<file path="config.mk">
export PLATFORM = sky130hd
export DESIGN_NAME = exec_ctrl
export DESIGN_NICKNAME = d
export VERILOG_FILES = /design/src/rtl/exec_pkg.sv /design/src/rtl/sync_edge.sv /design/src/rtl/exec_ctrl.sv
export SDC_FILE = /design/constraint.sdc
export NUM_CORES = 1
export LEC_CHECK = 0
export CORE_ASPECT_RATIO = 0.7
export CORE_UTILIZATION = 35
export DETAILED_ROUTE_END_ITERATION = 7
export PLACE_DENSITY_LB_ADDON = 0.25
export SYNTH_ARGS = -nofsm -noshare
export SYNTH_HDL_FRONTEND = slang
export SYNTH_HIERARCHICAL = 1
export SYNTH_SLANG_ARGS = --single-unit
</file>
<file path="constraint.sdc">
create_clock -name clk -period 3.1 [get_ports clk]
set_clock_uncertainty 0.2 [all_clocks]
set_input_delay 0.775 -clock clk [delete_from_list [all_inputs] [get_ports clk]]
set_output_delay 0.775 -clock clk [all_outputs]
set_load 0.01 [all_outputs]
</file>
<file path="src/rtl/exec_pkg.sv">
// exec_pkg: shared definitions for the execution-control sequencer.
//   state_t    - 3-bit sequencer state; the codes are visible on exec_ctrl.mode
//   STEP_CNT_W - width of the issued-step counter
package exec_pkg;

  typedef enum logic [2:0] {
    ST_IDLE = 3'd0,
    ST_STEP = 3'd1,
    ST_RUN  = 3'd2,
    ST_FAST = 3'd3,
    ST_EDIT = 3'd4,
    ST_HALT = 3'd5
  } state_t;

  localparam int STEP_CNT_W = 8;

endpackage

</file>
<file path="src/rtl/sync_edge.sv">
// sync_edge: brings an asynchronous panel level into the clk domain and
// flags its rising edges.
//   clk   - system clock
//   rst   - asynchronous active-low reset
//   din   - asynchronous input level
//   level - synchronized level (two flops after din)
//   rise  - one-cycle pulse when the synchronized level goes 0 -> 1
module sync_edge (
  input  logic clk,
  input  logic rst,
  input  logic din,
  output logic level,
  output logic rise
);

  logic meta;
  logic sync;
  logic prev;

  // NOTE: sequential state uses non-blocking assignments so every flop
  // samples the pre-edge value of its neighbour, giving a true shift chain.
  always_ff @(posedge clk or negedge rst) begin
    if (!rst) begin
      meta <= 1'b0;
      sync <= 1'b0;
      prev <= 1'b0;
    end else begin
      meta <= din;
      sync <= meta;
      prev <= sync;
    end
  end

  assign level = sync;
  // A held input yields exactly one pulse: prev catches up one cycle later.
  assign rise  = sync & ~prev;

endmodule

</file>
<file path="src/rtl/exec_ctrl.sv">
// exec_ctrl: front-panel execution sequencer. Converts the panel controls into
// a single-cycle step enable for the CPU core.
//   clk        - system clock
//   rst        - asynchronous active-low reset
//   next       - single-step request (async level)
//   run        - run/stop toggle (async level)
//   speedRun   - fast-run request (async level)
//   edit       - programming mode (async level)
//   halt       - core halt indication (synchronous to clk)
//   step       - one-cycle instruction-advance pulse
//   mode       - current state code (see exec_pkg::state_t)
//   busy       - high while in RUN or FAST
//   step_count - number of step pulses since reset, wrapping
module exec_ctrl
  import exec_pkg::*;
#(
  parameter int SLOW_DIV = 25_000_000,
  parameter int FAST_DIV = 2
) (
  input  logic                  clk,
  input  logic                  rst,
  input  logic                  next,
  input  logic                  run,
  input  logic                  speedRun,
  input  logic                  edit,
  input  logic                  halt,
  output logic                  step,
  output logic [2:0]            mode,
  output logic                  busy,
  output logic [STEP_CNT_W-1:0] step_count
);

  // One counter serves both rates; FAST_DIV is never larger than SLOW_DIV.
  localparam int                CNT_W    = $clog2(SLOW_DIV);
  localparam logic [CNT_W-1:0]  SLOW_TOP = CNT_W'(SLOW_DIV - 1);
  localparam logic [CNT_W-1:0]  FAST_TOP = CNT_W'(FAST_DIV - 1);

  logic next_rise;
  logic run_rise;
  logic speed_rise;
  logic edit_level;
  logic next_level_unused;
  logic run_level_unused;
  logic speed_level_unused;
  logic edit_rise_unused;

  sync_edge u_sync_next (
    .clk   (clk),
    .rst   (rst),
    .din   (next),
    .level (next_level_unused),
    .rise  (next_rise)
  );

  sync_edge u_sync_run (
    .clk   (clk),
    .rst   (rst),
    .din   (run),
    .level (run_level_unused),
    .rise  (run_rise)
  );

  sync_edge u_sync_speed (
    .clk   (clk),
    .rst   (rst),
    .din   (speedRun),
    .level (speed_level_unused),
    .rise  (speed_rise)
  );

  sync_edge u_sync_edit (
    .clk   (clk),
    .rst   (rst),
    .din   (edit),
    .level (edit_level),
    .rise  (edit_rise_unused)
  );

  state_t           state_q;
  state_t           state_d;
  logic [CNT_W-1:0] cnt_q;
  logic [CNT_W-1:0] cnt_d;
  logic [CNT_W-1:0] cnt_top;
  logic             running;
  logic             tick;

  assign running = (state_q == ST_RUN) || (state_q == ST_FAST);
  assign cnt_top = (state_q == ST_FAST) ? FAST_TOP : SLOW_TOP;
  assign tick    = running && (cnt_q == cnt_top);

  // NOTE: every signal written here gets a default before any branch, so no
  // path leaves it unassigned and no latch is inferred.
  always_comb begin
    state_d = state_q;
    if (edit_level) begin
      state_d = ST_EDIT;
    end else begin
      case (state_q)
        ST_IDLE: begin
          if (speed_rise)     state_d = ST_FAST;
          else if (run_rise)  state_d = ST_RUN;
          else if (next_rise) state_d = ST_STEP;
        end
        ST_STEP: state_d = ST_IDLE;
        ST_RUN: begin
          if (halt)            state_d = ST_HALT;
          else if (speed_rise) state_d = ST_FAST;
          else if (run_rise)   state_d = ST_IDLE;
        end
        ST_FAST: begin
          if (halt)                        state_d = ST_HALT;
          else if (speed_rise || run_rise) state_d = ST_IDLE;
        end
        // edit_level is already known low on this branch.
        ST_EDIT: state_d = ST_IDLE;
        ST_HALT: begin
          if (!halt) state_d = ST_IDLE;
        end
        // Codes 6 and 7 are unreachable but recover to IDLE.
        default: state_d = ST_IDLE;
      endcase
    end
  end

  // The prescaler only advances while staying in RUN or FAST; any entry,
  // exit or RUN<->FAST switch restarts it from zero.
  always_comb begin
    cnt_d = '0;
    if (running && (state_d == state_q)) begin
      cnt_d = tick ? '0 : cnt_q + CNT_W'(1);
    end
  end

  always_ff @(posedge clk or negedge rst) begin
    if (!rst) begin
      state_q    <= ST_IDLE;
      cnt_q      <= '0;
      step_count <= '0;
    end else begin
      state_q <= state_d;
      cnt_q   <= cnt_d;
      if (step) step_count <= step_count + STEP_CNT_W'(1);
    end
  end

  // step comes from registered state and count; halt (already synchronous)
  // and the synchronized edit level only veto a continuous-run pulse in the
  // cycle they take priority.
  assign step = (state_q == ST_STEP) || (tick && !halt && !edit_level);
  assign mode = state_q;
  assign busy = running;

endmodule

</file>
======== Word level (Yosys, flattened, before mapping) ========
Cells that the tools add are included.
word-level totals
  flip-flop bits (word level) ............. 47
  word-level logic and storage cells ...... 52
  bits in latches ......................... 0
  memories kept ........................... 0
  memory bits (read-only) ................. 0
  bits of input ports ..................... 7
  bits in writable memories ............... 0
  output and inout bits ................... 13
cells by class
  $add $sub $neg .......................... 2
  $lt $le $gt $ge ......................... 0
  shifts and indexed selects .............. 0
  eq/ne operators ......................... 6
  mux-type cells .......................... 14
  multipliers ............................. 0
  reduce and logical (&&, ||, !) cells .... 10
  bitwise operators ....................... 6
  divide/modulo/power cells ............... 0
operators by type and width
  operator                                                         count
  25-bit two-way mux                                               3
  3-bit two-way mux                                                10
  25-bit by 1-bit adder with 25-bit output, second input constant  1
  25-bit == test                                                   1
  3-bit one-hot mux with 4 select lines                            1
  8-bit by 1-bit adder with 8-bit output, second input constant    1
  3-bit by 2-bit == test with 1-bit output, second input constant  2
  1-bit logical AND                                                4
  1-bit bitwise AND                                                3
  3-bit by 1-bit == test with 1-bit output, second input constant  1
  3-bit == test                                                    1
  3-bit == test, second input constant                             1
  3-bit logical NOT                                                1
  1-bit logical OR                                                 3
  1-bit inverter                                                   3
  1-bit logical NOT                                                2

======== Logic depth before layout (Yosys ltp) ========
Gate-level depths: netlist of run 1.
  depth after elaboration ................. 10
  depth in mapped cells ................... 8
  depth with buffers taken out ............ 7

======== Cells and area by module ========
Netlist of run 1, hierarchy kept.
modules (own cells, without submodules)
  module     sequential area each (um^2)  area each (um^2)  cells each  times used
  exec_ctrl  900.9                        1865.5            188         1
  sync_edge  75.1                         88.8              4           4

======== Worst setup path after synthesis of run 1 ========
OpenSTA, ideal clock, no wires.
  path type ............................... register to output
  from .................................... register cnt_q[21]
  to ...................................... output port step
  cell stages (with the launch flop) ...... 6
  buffers on the path ..................... 1
  arrival time ............................ 1.270 ns
  required time ........................... 2.125 ns
  setup slack ............................. 0.855 ns
  cells stage by stage .................... dfrtp_1 nor4_1 nand4_1 o32ai_2 a21o_1 buf_6
between the ends
  cells in the longest elaborated chain, start to end .. 5
RTL lines
  what                             RTL line          source
  start, declared                  exec_ctrl.sv:81   logic [CNT_W-1:0] cnt_q;
  start signal, assigned           exec_ctrl.sv:141  cnt_q <= cnt_d;
  25-bit == test                   exec_ctrl.sv:89   assign tick = running && (cnt_q == cnt_top);
  1-bit logical AND                exec_ctrl.sv:89
  1-bit logical AND (2 in series)  exec_ctrl.sv:149  assign step = (state_q == ST_STEP) || (tick && !halt && !edit_level);
  1-bit logical OR                 exec_ctrl.sv:149
  end, declared                    exec_ctrl.sv:27   output logic step,
Every way passes these cells.

======== Worst setup path after layout of run 1 ========
  from .................................... register cnt_q[7]
  to ...................................... output port step
The elaborated chain is that of the path after synthesis.

==> results of run 1 <==
-- worst max-delay path, delay by kind of cell, from the launching register on --
family	cells	cell delay, ps
AO/OA/AOI/OAI	1	170
buffers and inverters	1	270
AND/OR/NAND/NOR	3	730
flip-flops	1	450
-- cell type report --
class                      count  area, um2
clock buffer                   5      68.82
tap                           75      93.84
multi-input combinational    148       1011
timing repair buffer          26      236.5
sequential                    47       1177
fill                         548       3222
inverter                       4      15.01
clock inverter                 3      46.29
-- per-stage QoR --
step / util [%] / total power [mW]
detailed placement: 42.33 / 0.8419
CTS: 44.97 / 1.302
floorplan: - / 0.7492
finish: 45.12 / 1.282
global placement: 42.33 / 0.8367
global route: 45.12 / 1.350
-- repair_timing --
item                       in CTS  in global routing
pin swaps                       3                  0
hold buffers                    0                  0
resized for setup               8                  1
setup endpoints to repair       1                  1
gates cloned                    0                  0
buffers inserted                1                  0
-- registers in the layout (all words and copies together), names as in the netlist --
signal / flops
cnt_q: 25
step_count: 8
mode: 3
u_sync_edit/level: 1
u_sync_edit/meta: 1
u_sync_next/level: 1
u_sync_next/meta: 1
u_sync_next/prev: 1
u_sync_run/level: 1
u_sync_run/meta: 1
u_sync_run/prev: 1
u_sync_speed/level: 1
u_sync_speed/meta: 1
u_sync_speed/prev: 1
-- worst max-delay path by stage --
| stage | end | slack (ps) |
|---|---|---|
| 3_5_place_dp | step | 50 |
| 4_1_cts | step | 210 |
| 6_report | step | 210 |
| 2_1_floorplan | step | 850 |
| 5_1_grt | step | 30 |
| 3_3_place_gp | step | 30 |
-- power groups by stage --
stage               Sequential [mW]  Clock, mW  Combinational, mW
CTS                           0.683      0.471              0.148
floorplan                     0.699          0             0.0498
finish                        0.683      0.455              0.144
global route                  0.689      0.497              0.164
global placement              0.693          0              0.143
detailed placement            0.695          0              0.147
-- layout by cell type (no fill, tap or decap), types with 2 or more instances in the layout --
cell and count:
nand3_1 7, buf_4 7, clkbuf_8 5, nor3_2 2, nand2_1 14, xnor2_1 14, nor3_1 7, nor2_1 30
ha_1 2, dfrtp_1 46, nand4_1 11, a21oi_1 2, xor2_1 16, nor4_2 4, clkdlybuf4s50_1 17, nor2b_4 3
or2_2 2, inv_1 4, and3_1 12, nand3b_1 2
-- per-layer routing --
layer  part of all wire, %  track usage, %
met5                     0               0
met4                  0.95           4.412
met3                   3.0           4.000
met2                    40           19.59
met1                    56           22.40
==> results.md, run 1 <==
* Die ar. at 0.006559 mm2
* Max cap viols at 0
* Area added between synthesis and finish at 21.39%
* WS Path Type: flop to primary output
* Share of power burned in registers at 53.3%
* Hold WS at 107.2 ps
* Hold WC Path Type: input port to async pin
* Power per cell area at 484.1 mW/mm2
* Via density at 4.935
* RSZ-0062 raised after global routing: false
* Vias in the first global route at 1433
* Layout cell share with drive strength beyond 1 at 15.02%
* Mapped Cells at 202
* Place WS at 46.12 ps
* Final wirelength at 4090 um
* Netlist Area Pre-Place at 0.002182 mm2
* Critical Path Sink Type: primary output
* DRT antenna net count at 0
* Post-route insts no fill at 308
* Reg2Reg Setup Slack at 960 ps
* R2R Path Start: cnt_q[7]
* 1st-iter DRT viols at 63
* Diode count at 0
* Remaining global-route overflow at 0
* IO Count at 20
* Final Cell Area at 0.002649 mm2
* Final Critical Period at 2894 ps
* First-pass GRT wire length at 7058 um
* Cell total after placement at 299
* Leak pwr at 1.129 nW
* Placed Area at 0.002485 mm2
* Crit start category: flop
* Skew-Pair Late Insertion Delay at 300 ps
* CP required at 2120 ps
* Max Freq at 345.5 MHz
* Setup ws final at 205.8 ps
* CP peak stage delay at 450 ps
* Pint at 971.8 uW
* Outcome: finished, final reports clean
* Setup violators final at 0
* Die height at 68.06 um
* DRC viols at 0
* HPWL after detailed placement at 2909 um
* Reg2Reg Capture Point: step_count[1]
* Clock sinks at 47
* First-pass DRT Iterations at 4
* Slowest cell on the critical path: dfrtp_1
* Clock Power Share at 35.5%
* Largest net degree at the start of global routing at 26
* Switching share of power at 24.22%
* CTS root buffer: clkbuf_8
* Crit path from: cnt_q[7]
* Reg clk slew, reported paths at 90 ps
* # rows at 23
* GRT Total Usage at 14.59%
* Crit path cell chain: nor4b_4 > nand4_1 > nor3_1 > a21o_1 > dlygate4sd2_1
* Critical path arrival at 1920 ps
* Sw power at 310.6 uW
* Maximum net fanout on the critical path at 4
* Syn avg cell area at 10.80 um2
* Hold Violations, Final at 0
* Max_slew headroom at 72.82%
* Worst Tran Pin Value at 404.5 ps
* H-tree depth at 2
* Setup TNS at 0 ps
* Logic gate share of total power at 11.3%
* Total number of vias at 1520
* Placer Congestion at 0.8131
* Max Slew Vio Count at 0
* Die width at 96.38 um
* Initial antenna violation count at 0
* Tcrit/Tclk final at 93.36%
* Post-Syn Nets at 211
* CTS Buf Count at 5
* Fin nets at 241
* Core outline area at 0.005871 mm2
* Starting Density at 37.17%
* Deepest clock path buffer count at 2
* Reg2Reg Depth at 6
* Port-buffer cells at 19
* CTS tree: done
* Worst vdd ir at 207.2 uV
* DR WL/cell at 13.28 um
* Synthesis Warnings at 6
Note: power is estimated with default switching activity, not from simulation.
==> run 2: changes to the inputs <==
Settings changed: HOLD_SLACK_MARGIN set to 0.08.
==> results of run 2 <==
Same layout as run 1: the final DEF is identical, and so are final timing and power.
==> run 3: changes to the inputs <==
Settings changed: PLACE_DENSITY_LB_ADDON 0.25 to 0.2.
Clock period 3.1 ns to 3.13 ns, I/O delays scaled along.
==> results.md, run 3 (synthesis gave the netlist of run 1 again) <==
* Remaining global-route overflow at 0 (unchanged)
* First-pass DRT Iterations at 4 (unchanged)
* Leak pwr at 1.167 nW (+3.3%)
* Hold-fix buffers, CTS at 0 (unchanged)
* RSZ-0062 raised after global routing: false
* Slowest cell on the critical path: dfrtp_1
* DRT antenna net count at 0 (unchanged)
* Port-buffer cells at 19 (unchanged)
* Wl on met1 at 2292 um (-0.17%)
* Filler cell count at 566 (+3.3%)
* DRC viols at 0 (unchanged)
* Maximum net fanout on the critical path at 6 (+2)
* Placer Congestion at 0.7936 (-2.4%)
* Die height at 68.06 um (unchanged)
* Largest net degree at the start of global routing at 48 (+85%)
* Final Critical Period at 2723 ps
* Register area at 0.001180 mm2 (+0.21%)
* Routed length on met2 at 1752 um (+7.6%)
* HPWL after detailed placement at 2890 um (-0.65%)
* WS Path Type: flop to primary output
* Power after layout at 1.263 mW (-1.5%)
* CTS root buffer: clkbuf_8
* Place WS at 53.24 ps (+7.122 ps)
* CP required at 2150 ps (+30 ps)
* Area added between synthesis and finish at 22.94%
* Crit path cell chain: and4_4 > nand2_2 > o32ai_2 > a21o_1 > dlymetal6s2s_1
* Largest register FFs at 25 (unchanged)
* H-tree depth at 2 (unchanged)
* Hold WC Path Type: flop to flop
* Deepest clock path buffer count at 2 (unchanged)
* Routed wl met3 at 120 um (-3.2%)
* Worst Tran Pin Value at 590.9 ps (+186.4 ps)
* Layout cell share with drive strength beyond 1 at 16.67% (+1.6 points)
* Outcome: finished, final reports clean
* Max cap viols at 0 (unchanged)
* Sw power at 303.7 uW (-2.2%)
* Core outline area at 0.005871 mm2 (unchanged)
* Most common cell after layout, fill and taps aside: dfrtp_1
* Tcrit/Tclk final at 86.98%
* Max Slew Vio Count at 0 (unchanged)
* Switching share of power at 24.04% (-0.18 points)
* Max_slew headroom at 60.60% (-12 points)
* CTS Buf Count at 5 (unchanged)
* Share of power burned in registers at 53.5% (+0.2 points)
* Pint at 959.7 uW (-1.2%)
* Via density at 4.887 (-0.98%)
* IO Count at 20 (unchanged)
* Setup TNS at 0 ps (unchanged)
* Worst vdd ir at 222.1 uV (+7.2%)
* Clock Power Share at 35.1% (-0.4 points)
* Final wirelength at 4200 um (+2.7%)
* DR WL/cell at 13.59 um (+2.4%)
* GRT Total Usage at 14.36% (-0.23 points)
* Top reg by flops: cnt_q
* Starting Density at 37.17% (unchanged)
* Crit start category: flop
* Initial antenna violation count at 0 (unchanged)
* Reg clk slew, reported paths at 90 ps (about the same)
* Most frequent cells in the layout: 44 x dfrtp_1, 30 x nor2_1, 17 x clkdlybuf4s50_1, 16 x xor2_1
* Buffers & Inverters on Critical Path at 1 (unchanged)
* Critical Path Sink Type: primary output
* Setup ws final at 407.5 ps (+201.7 ps)
* Max layer used: met4
* Hold Violations, Final at 0 (unchanged)
* CP peak stage delay at 500 ps (+50 ps)
* Area of the multi-input gates at 0.001033 mm2 (+2.2%)
* Vias in the first global route at 1390 (-3.0%)
* 1st-iter DRT viols at 56 (-11%)
* Setup violators final at 0 (unchanged)
* Max Freq at 367.3 MHz
* Logic gate share of total power at 11.4% (about the same)
* Diode count at 0 (unchanged)
* # rows at 23 (unchanged)
* Critical path's top delay family: flip-flops
* Clock sinks at 47 (unchanged)
* CTS tree: done
* Critical path arrival at 1740 ps (-180 ps)
* First-pass GRT wire length at 6906 um (-2.2%)
* Total number of vias at 1510 (-0.66%)
* Die width at 96.38 um (unchanged)
* Final core occ at 45.69% (+0.58 points)
* Power per cell area at 471.0 mW/mm2 (-2.7%)
* Die ar. at 0.006559 mm2 (unchanged)
* Fin nets at 242 (+0.41%)
* Skew-Pair Late Insertion Delay at 300 ps (about the same)
-- run 3: changes by cell type in the layout (fill, tap and decap cells not counted), sizes merged --
cell / change
clkinvlp: -1
buf: +1
inv: -1
clkinv: +2
dlymetal6s2s: +1
dlygate4sd2: -1
-- run 3: final timing paths --
| check | from | endpoint | slack, ps | cells past startpoint |
|---|---|---|---|---|
| worst max-delay path | cnt_q[2] | step | 410 | 5 |
| worst max register to register | cnt_q[2] | step_count[1] | 1050 | 6 |
| worst min register to register | u_sync_speed/meta | u_sync_speed/level | 160 | 0 |
| worst min-delay path | u_sync_speed/meta | u_sync_speed/level | 160 | 0 |
| max in group asynchronous | rst | mode[2] | 1930 | 2 |
| min in group asynchronous | rst | cnt_q[24] | 370 | 2 |
-- run 3: metal layers --
layer  GRT usage, %  vias up
li1               -      757
met1          21.40      732
met2          19.95       19
met3          3.667        2
met4          4.963        0
met5              0        -
-- run 3: worst reg2reg max path, cell delays in order, from the launching register on --
cell and delay (ps):
dfrtp_1 500, and4_4 290, nand2_2 70, o32ai_2 260, a21o_1 170, buf_4 160, mux2_1 320
-- run 3: what timing repair did --
item,in CTS,in global routing
gates cloned,0,0
buffers inserted,2,0
resized for setup,8,6
endpoints found under the setup margin,1,1
pin swaps,2,2
-- run 3: power groups by stage --
stage | Sequential, mW | Combinational (mW) | Clock (mW)
detailed placement | 0.689 | 0.146 | 0
finish | 0.676 | 0.144 | 0.444
global route | 0.684 | 0.162 | 0.493
CTS | 0.678 | 0.147 | 0.465
global placement | 0.686 | 0.144 | 0
floorplan | 0.693 | 0.0494 | 0
-- run 3: final cells by class --
cell class / instances / share of cell area, %
clock buffer: 5 / 2.565
clock inverter: 3 / 1.632
inverter: 4 / 0.5597
multi-input combinational: 148 / 38.53
sequential: 47 / 43.98
tap: 75 / 3.498
timing repair buffer: 27 / 9.235
-- run 3: per-stage QoR --
stage	cell area, um2	hold slack, ps	instances
6_report	2683	157.2	309
5_1_grt	2683	169.6	309
4_1_cts	2659	158.8	309
3_5_place_dp	2485	136.5	299
3_3_place_gp	2485	132.2	299
2_1_floorplan	2182	131.2	202
